==> src/rtl/fifo_out_reader.sv <==
// Read side of an 8-entry register FIFO: pops entries from externally held
// storage, tracks occupancy and reports ack/error one cycle after each pop.
module fifo_out_reader #(
  parameter int DW = 32
) (
  input  logic          clk,
  input  logic          reset,
  input  logic          wr_en,
  input  logic [DW-1:0] d_in0,
  input  logic [DW-1:0] d_in1,
  input  logic [DW-1:0] d_in2,
  input  logic [DW-1:0] d_in3,
  input  logic [DW-1:0] d_in4,
  input  logic [DW-1:0] d_in5,
  input  logic [DW-1:0] d_in6,
  input  logic [DW-1:0] d_in7,
  input  logic          rd_en,
  output logic [DW-1:0] d_out,
  output logic          rd_ack,
  output logic          rd_err,
  output logic          empty,
  output logic          full,
  output logic [3:0]    data_count,
  output logic [2:0]    rd_ptr
);

  typedef enum logic [1:0] {
    IDLE   = 2'd0,
    READ   = 2'd1,
    RD_ERR = 2'd2
  } state_t;

  state_t        r_state;
  logic [DW-1:0] r_dout;
  logic [3:0]    r_count;
  logic [2:0]    r_ptr;

  logic          w_push;
  logic          w_pop;
  logic [DW-1:0] w_rdata;

  assign empty  = (r_count == 4'd0);
  assign full   = (r_count == 4'd8);
  assign w_push = wr_en && !full;
  assign w_pop  = rd_en && !empty;

  always_comb begin
    w_rdata = d_in0;
    unique case (r_ptr)
      3'd0: w_rdata = d_in0;
      3'd1: w_rdata = d_in1;
      3'd2: w_rdata = d_in2;
      3'd3: w_rdata = d_in3;
      3'd4: w_rdata = d_in4;
      3'd5: w_rdata = d_in5;
      3'd6: w_rdata = d_in6;
      3'd7: w_rdata = d_in7;
      default: w_rdata = d_in0;
    endcase
  end

  // Count moves only when exactly one side is accepted; accept
  // gating on full/empty keeps it within 0..8.
  always_ff @(posedge clk or posedge reset) begin
    if (reset) begin
      r_count <= 4'd0;
    end else if (w_push && !w_pop) begin
      r_count <= r_count + 4'd1;
    end else if (w_pop && !w_push) begin
      r_count <= r_count - 4'd1;
    end
  end

  always_ff @(posedge clk or posedge reset) begin
    if (reset) begin
      r_state <= IDLE;
      r_ptr   <= 3'd0;
      r_dout  <= '0;
    end else begin
      if (!rd_en) begin
        r_state <= IDLE;
      end else if (empty) begin
        r_state <= RD_ERR;
      end else begin
        r_state <= READ;
        r_dout  <= w_rdata;
        r_ptr   <= r_ptr + 3'd1;
      end
    end
  end

  assign d_out      = r_dout;
  assign rd_ack     = (r_state == READ);
  assign rd_err     = (r_state == RD_ERR);
  assign data_count = r_count;
  assign rd_ptr     = r_ptr;

endmodule
==> config.mk <==
export PLATFORM = sky130hd
export DESIGN_NAME = fifo_out_reader
export DESIGN_NICKNAME = d
export VERILOG_FILES = /design/src/rtl/fifo_out_reader.sv
export SDC_FILE = /design/constraint.sdc
export NUM_CORES = 1
export LEC_CHECK = 0
export ABC_AREA = 0
export CORE_AREA = 2 2 119 121
export CTS_BUF_LIST = sky130_fd_sc_hd__clkbuf_16
export CTS_CLUSTER_SIZE = 8
export DETAILED_ROUTE_END_ITERATION = 6
export DIE_AREA = 0 0 121 123
export HOLD_SLACK_MARGIN = 0.02
export MAX_ROUTING_LAYER = met4
export PLACE_DENSITY = 0.74
export RECOVER_POWER = 100
export SYNTH_ARGS = -nofsm -noshare
export SYNTH_HDL_FRONTEND = slang
export SYNTH_SLANG_ARGS = --single-unit
==> constraint.sdc <==
create_clock -name clk -period 2.7 [get_ports clk]
set_clock_uncertainty 0.05 [all_clocks]
set_input_delay 0.405 -clock clk [delete_from_list [all_inputs] [get_ports clk]]
set_output_delay 0.405 -clock clk [all_outputs]
set_load 0.05 [all_outputs]
After elaboration in Yosys (flattened, before gate mapping). Cells that the tools add are included. Widths: inputs -> output; s select.

Output and inout port bits: 43. Register bits: 41. Bits of input ports: 260. Logic and storage cells: 35.

Equal/unequal tests: 10. Add/subtract/negate cells: 3. Bitwise gates (word level): 1. Reduce and logical (&&, ||, !) cells: 12. Mux-type cells: 5.

Operators by type and width (number): $pmux 32 s8 (1); $eq 3x3->1 const B (4); $mux 4 (2); $eq 3x2->1 const B (2); $add 4x1->4 const B (1); $eq 4x4->1 const B (1); $logic_and 1x1->1 (4); $logic_not 1->1 (4); $logic_not 4->1 (1); $mux 2 (2); $sub 4x1->4 const B (1); $add 3x1->3 const B (1); $eq 3x1->1 const B (1); $logic_not 3->1 (1); $eq 2x1->1 const B (1); $eq 2x2->1 const B (1); $reduce_and 2->1 (1); $reduce_bool 2->1 (1); $not 1->1 (1).

Longest topological paths before layout.
Depth after elaboration: 7. Depth in mapped cells: 11. Gate-level depth less buffers: 9.

Least setup slack after synthesis. No wires, ideal clock.

Path type: register to register. Start: register r_count[0], in the netlist data_count[0]. End: register r_count[3], in the netlist data_count[3]. Path buffers: 0. Path slack: -1.608 ns. Library setup time: 0.126 ns. Required time: 2.524 ns. Stages on the path, launching flop included: 10. Clock period less this slack: 4.308 ns. Data arrival time: 4.132 ns. Cells stage by stage: dfrtp_1 > nor4b_1 > nor2b_1 > ha_1 > inv_1 > ha_1 > a21o_1 > a2111oi_0 > a31oi_1 > a221o_1.

Longest elaborated chain between the ends: 6. Elaborated cells on any way between the ends: 15. Those cells by class: add/sub (2); eq/ne (1); mux (2); reduce/logical (10).

Ends and longest elaborated chain: start: declaration (RTL line 35) `logic [3:0] r_count;`; start signal: assignment (RTL line 68) `r_count <= r_count + 4'd1;`; start signal: assignment (RTL line 70) `r_count <= r_count - 4'd1;`; $eq 4x4->1 * (RTL line 43) `assign full = (r_count == 4'd8);`; via full (RTL line 22) `output logic full,`; $logic_not 1->1 * (RTL line 44) `assign w_push = wr_en && !full;`; $logic_and 1x1->1 * (RTL line 44); $logic_not 1->1 (RTL line 69) `end else if (w_pop && !w_push) begin`; $logic_and 1x1->1 (RTL line 69); $reduce_bool 2->1 (no source line).

The timed path passes the listed nets; every way through them passes the cells marked *. The select of a mux whose other input is x is not followed. A chain may end at the register's enable or synchronous reset.

Worst setup path in the final report.
Start: register r_count[0], in the netlist data_count[0]. End: register r_count[3], in the netlist data_count[3].

Longest elaborated chain between the ends: 6. Elaborated cells on any way between the ends: 15. Those cells by class: add/sub (2); eq/ne (1); mux (2); reduce/logical (10).

Ends and longest elaborated chain: branches (longest 6 deep; another with $sub 4x1->4).

Parallel ways; which one is timed is not known. The select of a mux whose other input is x is not followed.

==> Implementation_results.wiki <==
{| class="wikitable"
! Metric !! Value
|-
| Starting DRT DRC Count || between 400 and 500
|-
| Insertion delay of the later-clocked pin in the worst-skew pair || around 0.28 ns
|-
| Die Y || around 120 um
|-
| Element type at the critical path start || register
|-
| Leak || about 2.7 nW
|-
| Cell area after synthesis || ~3400 um^2
|-
| Cells after synthesis || a little under 400
|-
| Proportion of synthesized area in mux cells || under 10%
|-
| Outcome || finished, violations left
|-
| CTS tree || yes
|-
| Clk root buf || sky130_fd_sc_hd__clkbuf_16
|-
| Seq cells post-synth || 41
|-
| Yosys warning count || 0
|-
| Hold WC Path Type || reg -> reg
|-
| Non-Filler Cell Area, Final || roughly 6900 um^2
|-
| Clock slew at reported path FFs || 0.07 ns
|-
| Mean post-synth cell area || around 8.8 um^2
|-
| Violations in the final reports || DRC
|-
| # hold bufs at CTS || 0
|-
| Number of pins exceeding their max-slew limit in the final report || 0
|-
| WL per Instance || 22.54 um
|-
| Worst Hold Path EP || d_out[9]
|-
| PnR Total Power || roughly 7.4 mW
|-
| Worst reg-to-reg path cell count || 9
|-
| Maximum clock frequency || between 300 and 400 MHz
|-
| Horiz. Die Dim || 121 um
|-
| Worst setup EP type || register
|-
| Count of cells along the worst hold path || 2
|-
| Seq/Total Area, Yosys || between 20% and 30%
|-
| Detailed-placement wirelength estimate || about 15 mm
|-
| Number of setup violations in the final report || 0
|-
| Synth Area in Simple Gates || a little under an eighth
|-
| CP Data Required Time || ~2.8 ns
|-
| Arrival time at the worst endpoint || roughly 2.8 ns
|-
| Post-detailed-route via-to-cell ratio || 5.428
|-
| Remaining DRCs || 1
|-
| H-tree depth || 2
|-
| Number of max-cap violations || 0
|-
| Area growth, synth to finish || 100.6%
|-
| Num CTS Buffers || 5
|-
| Power Dens Cells || 1075 nW/um^2
|-
| Final Hold Viols || 0
|-
| Post-detailed-routing wire length || roughly 19 mm
|-
| Standard-cell rows || 43
|-
| Post-Syn Nets || around 660
|-
| Register-to-Register Setup Slack || between 0.06 and 0.07 ns
|-
| Top-level port count || between 300 and 400
|-
| Normalized max-slew margin || ~25%
|-
| Placed instance area || 6724 um^2
|-
| Launch instance of the worst register-to-register path || data_count[0]
|-
| Combinational family with the most area after synthesis || compound AO/OA/AOI/OAI gates
|-
| Number of buffers on the longest clock path || 2
|-
| Aggregate global-route resource usage || between 20 and 30%
|-
| Crit path time final || 2.633 ns
|-
| Global-route wire length before repair || roughly 28 mm
|-
| Post-synthesis share of cell area spent on full adders, half adders and majority gates || between 3 and 4%
|-
| Placer congestion estimate || 0.8866
|-
| Max IR drop VDD || just over 600 uV
|-
| Final Cycle Share || a little over nine tenths
|-
| Total clock sinks || slightly above 40
|-
| Initial Utilization || 25.29%
|-
| First-pass DRT Iterations || 7
|-
| Net total in the final layout || roughly 950
|-
| Via count of the first global-routing pass || between 4k and 5k
|-
| Start point of the worst hold path || d_out[9]
|-
| Number of antenna violations at the first check in global routing || 1
|-
| Category of the critical setup timing path || reg -> reg
|-
| Utilization of the core after routing || between 50% and 60%
|-
| Core region area || between 10000 and 15000 um^2
|-
| Compound-gate portion of the synthesized area || about two fifths
|-
| Routed Antenna Nets || 0
|-
| Share of layout cells above drive strength 1 || about a tenth
|-
| Detailed-route via count || between 4k and 5k
|-
| Die ar. || between 10000 and 15000 um^2
|-
| Tightest Pin Transition || around 1.1 ns
|-
| Synth unique cells || 39
|-
| Hold Worst Slack || 0.4373 ns
|-
| Synthesized-area fraction occupied by xor and xnor cells || less than 1%
|-
| Maximum number of pins on one net before global-route repair || 62
|-
| Global-route congestion overflow total || 0
|-
| Peak fanout along the critical path || 6
|-
| Number of input and output port buffers inserted || between 300 and 400
|-
| Endpoint of the worst-slack reg-to-reg timing path || data_count[3]
|}
==> state kept, by name, indices dropped and copies added (netlist names) <==
register / cells
d_out: 32
data_count: 4
r_state: 2
rd_ptr: 3
==> per-stage QoR <==
stage	worst slack, ns	setup TNS [ns]	instances
after global routing	-0.03050	-0.03050	858
after floorplan	-0.5604	-0.7749	389
after CTS	0.02143	0	854
final	0.06749	0	858
after global placement	0.1073	0	846
after detailed placement	0.01076	0	846
==> critical path, stage by stage, from the launching register on <==
cell and delay, ns:
sky130_fd_sc_hd__dfrtp_2 0.48, sky130_fd_sc_hd__nor4_4 0.32, sky130_fd_sc_hd__nand2b_4 0.20, sky130_fd_sc_hd__ha_4 0.17, sky130_fd_sc_hd__inv_4 0.06, sky130_fd_sc_hd__ha_4 0.20
sky130_fd_sc_hd__a21o_1 0.23, sky130_fd_sc_hd__a2111oi_4 0.35, sky130_fd_sc_hd__a31oi_1 0.08, sky130_fd_sc_hd__a221o_1 0.36
==> power by group <==
part           switching, mW  internal (mW)
Combinational           3.38           2.26
Clock                  0.249          0.337
Sequential             0.253          0.938
Total                   3.88           3.53
==> Yosys cell counts, drive strengths merged <==
cell type	n	area, um^2
a211oi	2	15.01
buf	17	91.33
and4	5	43.79
nor3	1	5.000
nor4	3	31.28
o21ai	68	340.3
a21o	1	7.510
inv	6	22.52
o211a	13	130.1
nand2	41	153.9
xnor2	3	26.28
and2	2	12.51
a31oi	1	6.260
clkbuf	27	101.4
a2111oi	1	8.760
nand2b	2	12.51
nor2	2	7.510
ha	9	112.6
a22o	29	254.0
a32oi	5	43.79
a222oi	19	190.2
and3	11	68.82
dfrtp	41	1026
nor2b	6	37.54
nor4b	2	17.52
fa	1	20.02
nand3	1	5.000
a21oi	1	5.000
a221oi	15	131.4
mux2	27	304.0
a22oi	23	172.7
a21boi	1	7.510
a221o	3	30.03
==> routing by layer <==
layer	GRT usage (%)	up-vias	share of wire, %
met3	4.474	25	8.3
met1	30.34	2213	39
met4	7.558	0	2.5
met5	-	-	0
li1	-	2124	-
met2	44.03	295	50
==> cell type report <==
class,count,area [um^2]
repair buffers,324,3188
clock inverters,3,15.01
well taps,180,225.2
clock buffers,5,125.1
flip-flops and latches,41,1035
diodes,1,2.502
multi-input cells,298,2288
inverters,6,25.02
fillers,1277,6708
==> cells in the final DEF (no fill, tap or decap), types with 4 or more instances in the layout <==
master	count
sky130_fd_sc_hd__o21ai_0	49
sky130_fd_sc_hd__mux2_2	25
sky130_fd_sc_hd__a222oi_1	19
sky130_fd_sc_hd__and4_1	5
sky130_fd_sc_hd__and3_1	11
sky130_fd_sc_hd__a221oi_1	15
sky130_fd_sc_hd__nand2_1	41
sky130_fd_sc_hd__o21ai_1	19
sky130_fd_sc_hd__a22oi_1	23
sky130_fd_sc_hd__a32oi_1	5
sky130_fd_sc_hd__buf_4	22
sky130_fd_sc_hd__clkbuf_16	5
sky130_fd_sc_hd__dfrtp_1	36
sky130_fd_sc_hd__ha_1	4
sky130_fd_sc_hd__nor2b_1	5
sky130_fd_sc_hd__dfrtp_2	4
sky130_fd_sc_hd__o211a_1	13
sky130_fd_sc_hd__a22o_1	29
sky130_fd_sc_hd__clkdlybuf4s50_1	299
sky130_fd_sc_hd__inv_1	5
==> how the worst max path moves through the flow <==
stage | startpoint | end | slack, ns
finish | data_count[0] | data_count[3] | 0.07
global route | data_count[0] | data_count[3] | -0.03
CTS | data_count[1] | data_count[3] | 0.02
detailed placement | wr_en | data_count[3] | 0.01
global placement | wr_en | data_count[3] | 0.11
floorplan | data_count[1] | data_count[3] | -0.56
==> cell families (layout without fill, tap and decap cells) <==
logic type | after synthesis | after routing
compound gates | 182 | 182
simple gates | 76 | 76
buf+inv | 50 | 338
flops | 41 | 41
mux | 27 | 27
fa+ha+maj | 10 | 10
xor+xnor | 3 | 3
other cells | 0 | 1
==> what timing repair did <==
action                     CTS  global route
setup endpoints to repair    0             1
buffers inserted             0             3
gates resized for setup      0             2
Power figures use the tool's default switching activity.
==> variant: new RTL, same settings <==
The 3 states of `state_t` get a one-hot encoding in 3 bits.
--- a/src/rtl/fifo_out_reader.sv
+++ b/src/rtl/fifo_out_reader.sv
@@ -25,8 +25,8 @@
 );
 
-  typedef enum logic [1:0] {
-    IDLE   = 2'd0,
-    READ   = 2'd1,
-    RD_ERR = 2'd2
+  typedef enum logic [2:0] {
+    IDLE   = 3'b001,
+    READ   = 3'b010,
+    RD_ERR = 3'b100
   } state_t;
 
Check against the original RTL: no difference found for any inputs over 10 cycles, from zero or initial values and one cycle with reset high; not proved beyond that.
==> variant against the original RTL <==
  * The run still ends with DRC left
  * Final area rose by 0.42%
  * Synthesized area rose by 5.2%
  * Setup slack improved by 0.0084 ns
  * Total power fell by 3.2%
  * First-iteration DRC count fell by 15%
  * Wire length fell by 6.2%
  * Cell count fell by 0.47%
  * Via count rose by 0.11%
  * Sequential cell count rose by 1
  * Critical endpoint unchanged
  * Largest power group unchanged
==> variant: results (changes against the original RTL) <==
number of instances in the placed design=844 (-0.24%); Post-synth top cells=nand2_1 (43), dfrtp_1 (41), o21ai_0 (41), o21ai_1 (29); CP max FO=6 (unchanged); Worst R2R Setup Slack=0.08 ns; CP Capture Point=data_count[3]; vias in the first global route=4647 (-0.79%); Tightest Hold Check Type=reg -> reg; WL per Instance=21.23 microns (-5.8%); sequential share of power=0.168 (+0.007); pin count of the biggest net entering global routing=45 (-27%); DR DRC count=4 (+3); Syn Nets=662 (+0.46%); hold_sp=d_out[17]; failing checks=DRC; clk slew on worst S/H paths=0.06 ns; CP delay by family, top=compound AO/OA/AOI/OAI gates; Post-CTS Resized=0 (unchanged); Power Density=1036 nW/um^2 (-3.6%); Async SR Flop Fraction=1.000 (unchanged); vias per cell=5.459 (+0.58%); post-synthesis sequential area ratio=0.2906 (-0.007472); internal power=3.441 mW (-2.6%); Post-CTS Setup Inserts=0 (unchanged); global-route wire length before repair=25810 microns (-6.4%); Rel. slew slack=0.4173 (+0.1722); Synth Flop Type=dfrtp_1; min Tclk post-route=2.624 ns (-0.008360 ns); initial antenna violation count=2 (+1); Avg Cell Area, Syn=9.237 sq um (+4.4%); Final nets=941 (-0.53%); Largest register FFs=32 (unchanged); Worst path max stage delay=0.48 ns (about the same); Final Non-Filler Cells=854 (-0.47%); drt first-iter violations=403 (-15%); type of the worst setup path=reg -> reg; # port buffers=302 (unchanged); largest cells by area after synthesis=dfrtp_1 (28%), a222oi_1 (6.9%), a22o_1 (6.0%); Yosys cell types=50 (+28%); drt first pass iters=7 (unchanged); Worst EP arrival=2.74 ns (about the same); H-tree depth=2 (unchanged); largest vdd supply drop=0.5269 mV (-13%); global placer's final weighted congestion=0.8506 (-4.1%); CP max-delay cell=dfrtp_2; status=finished, violations left; reg2reg start=data_count[0]; hpwl dp=13820 microns (-5.0%); Cell Area, Placed=6814 sq um (+1.3%); Gate power share=0.752 (-0.009); Leakage=2.731 nW (+2.2%); hold slack=0.4195 ns (-0.01783 ns); pre-CTS WS=0.05539 ns (+0.04463 ns); share of cells above drive strength 1=0.09524 (-0.01111); aggregate global-route resource usage=0.2354 (-0.01911); yosys warns=0 (unchanged); Root Driver=clkbuf_16; Hold Path End=d_out[17]
[variant: changes by cell type after synthesis, sizes merged, moves of 4 or more]
cell    unedited run  this run
clkbuf            27        20
buf               17        23
mux2              27        23
a22o              29        25
a222oi            19        25
nor2b              6         2
o211a             13         9
[variant: kinds of logic after synthesis]
kind of cell	after synthesis	synth area share
and+or+nand+nor	86	0.1368
AOI/OAI and AO/OA	178	0.3604
muxes	23	0.08604
adders and majority gates	10	0.03663
buffers and inverters	50	0.08224
xor gates and xnor gates	3	0.007258
DFF	42	0.2906
[variant: area by class of cell]
cell class	instances	area, sq um
antenna	2	5.005
clock inverter	3	11.26
sequential	42	1061
tap	180	225.2
clock buffer	5	125.1
timing repair buffer	315	3141
multi-input combinational	300	2333
fill	1219	6679
inverter	7	31.28
[variant: layer usage]
metal	wire, microns	vias to the layer above	track usage
met1	7022	2235	0.2732
met4	482	0	0.08285
met3	1431	26	0.04244
li1	-	2128	-
met5	0	-	-
met2	9196	273	0.4094
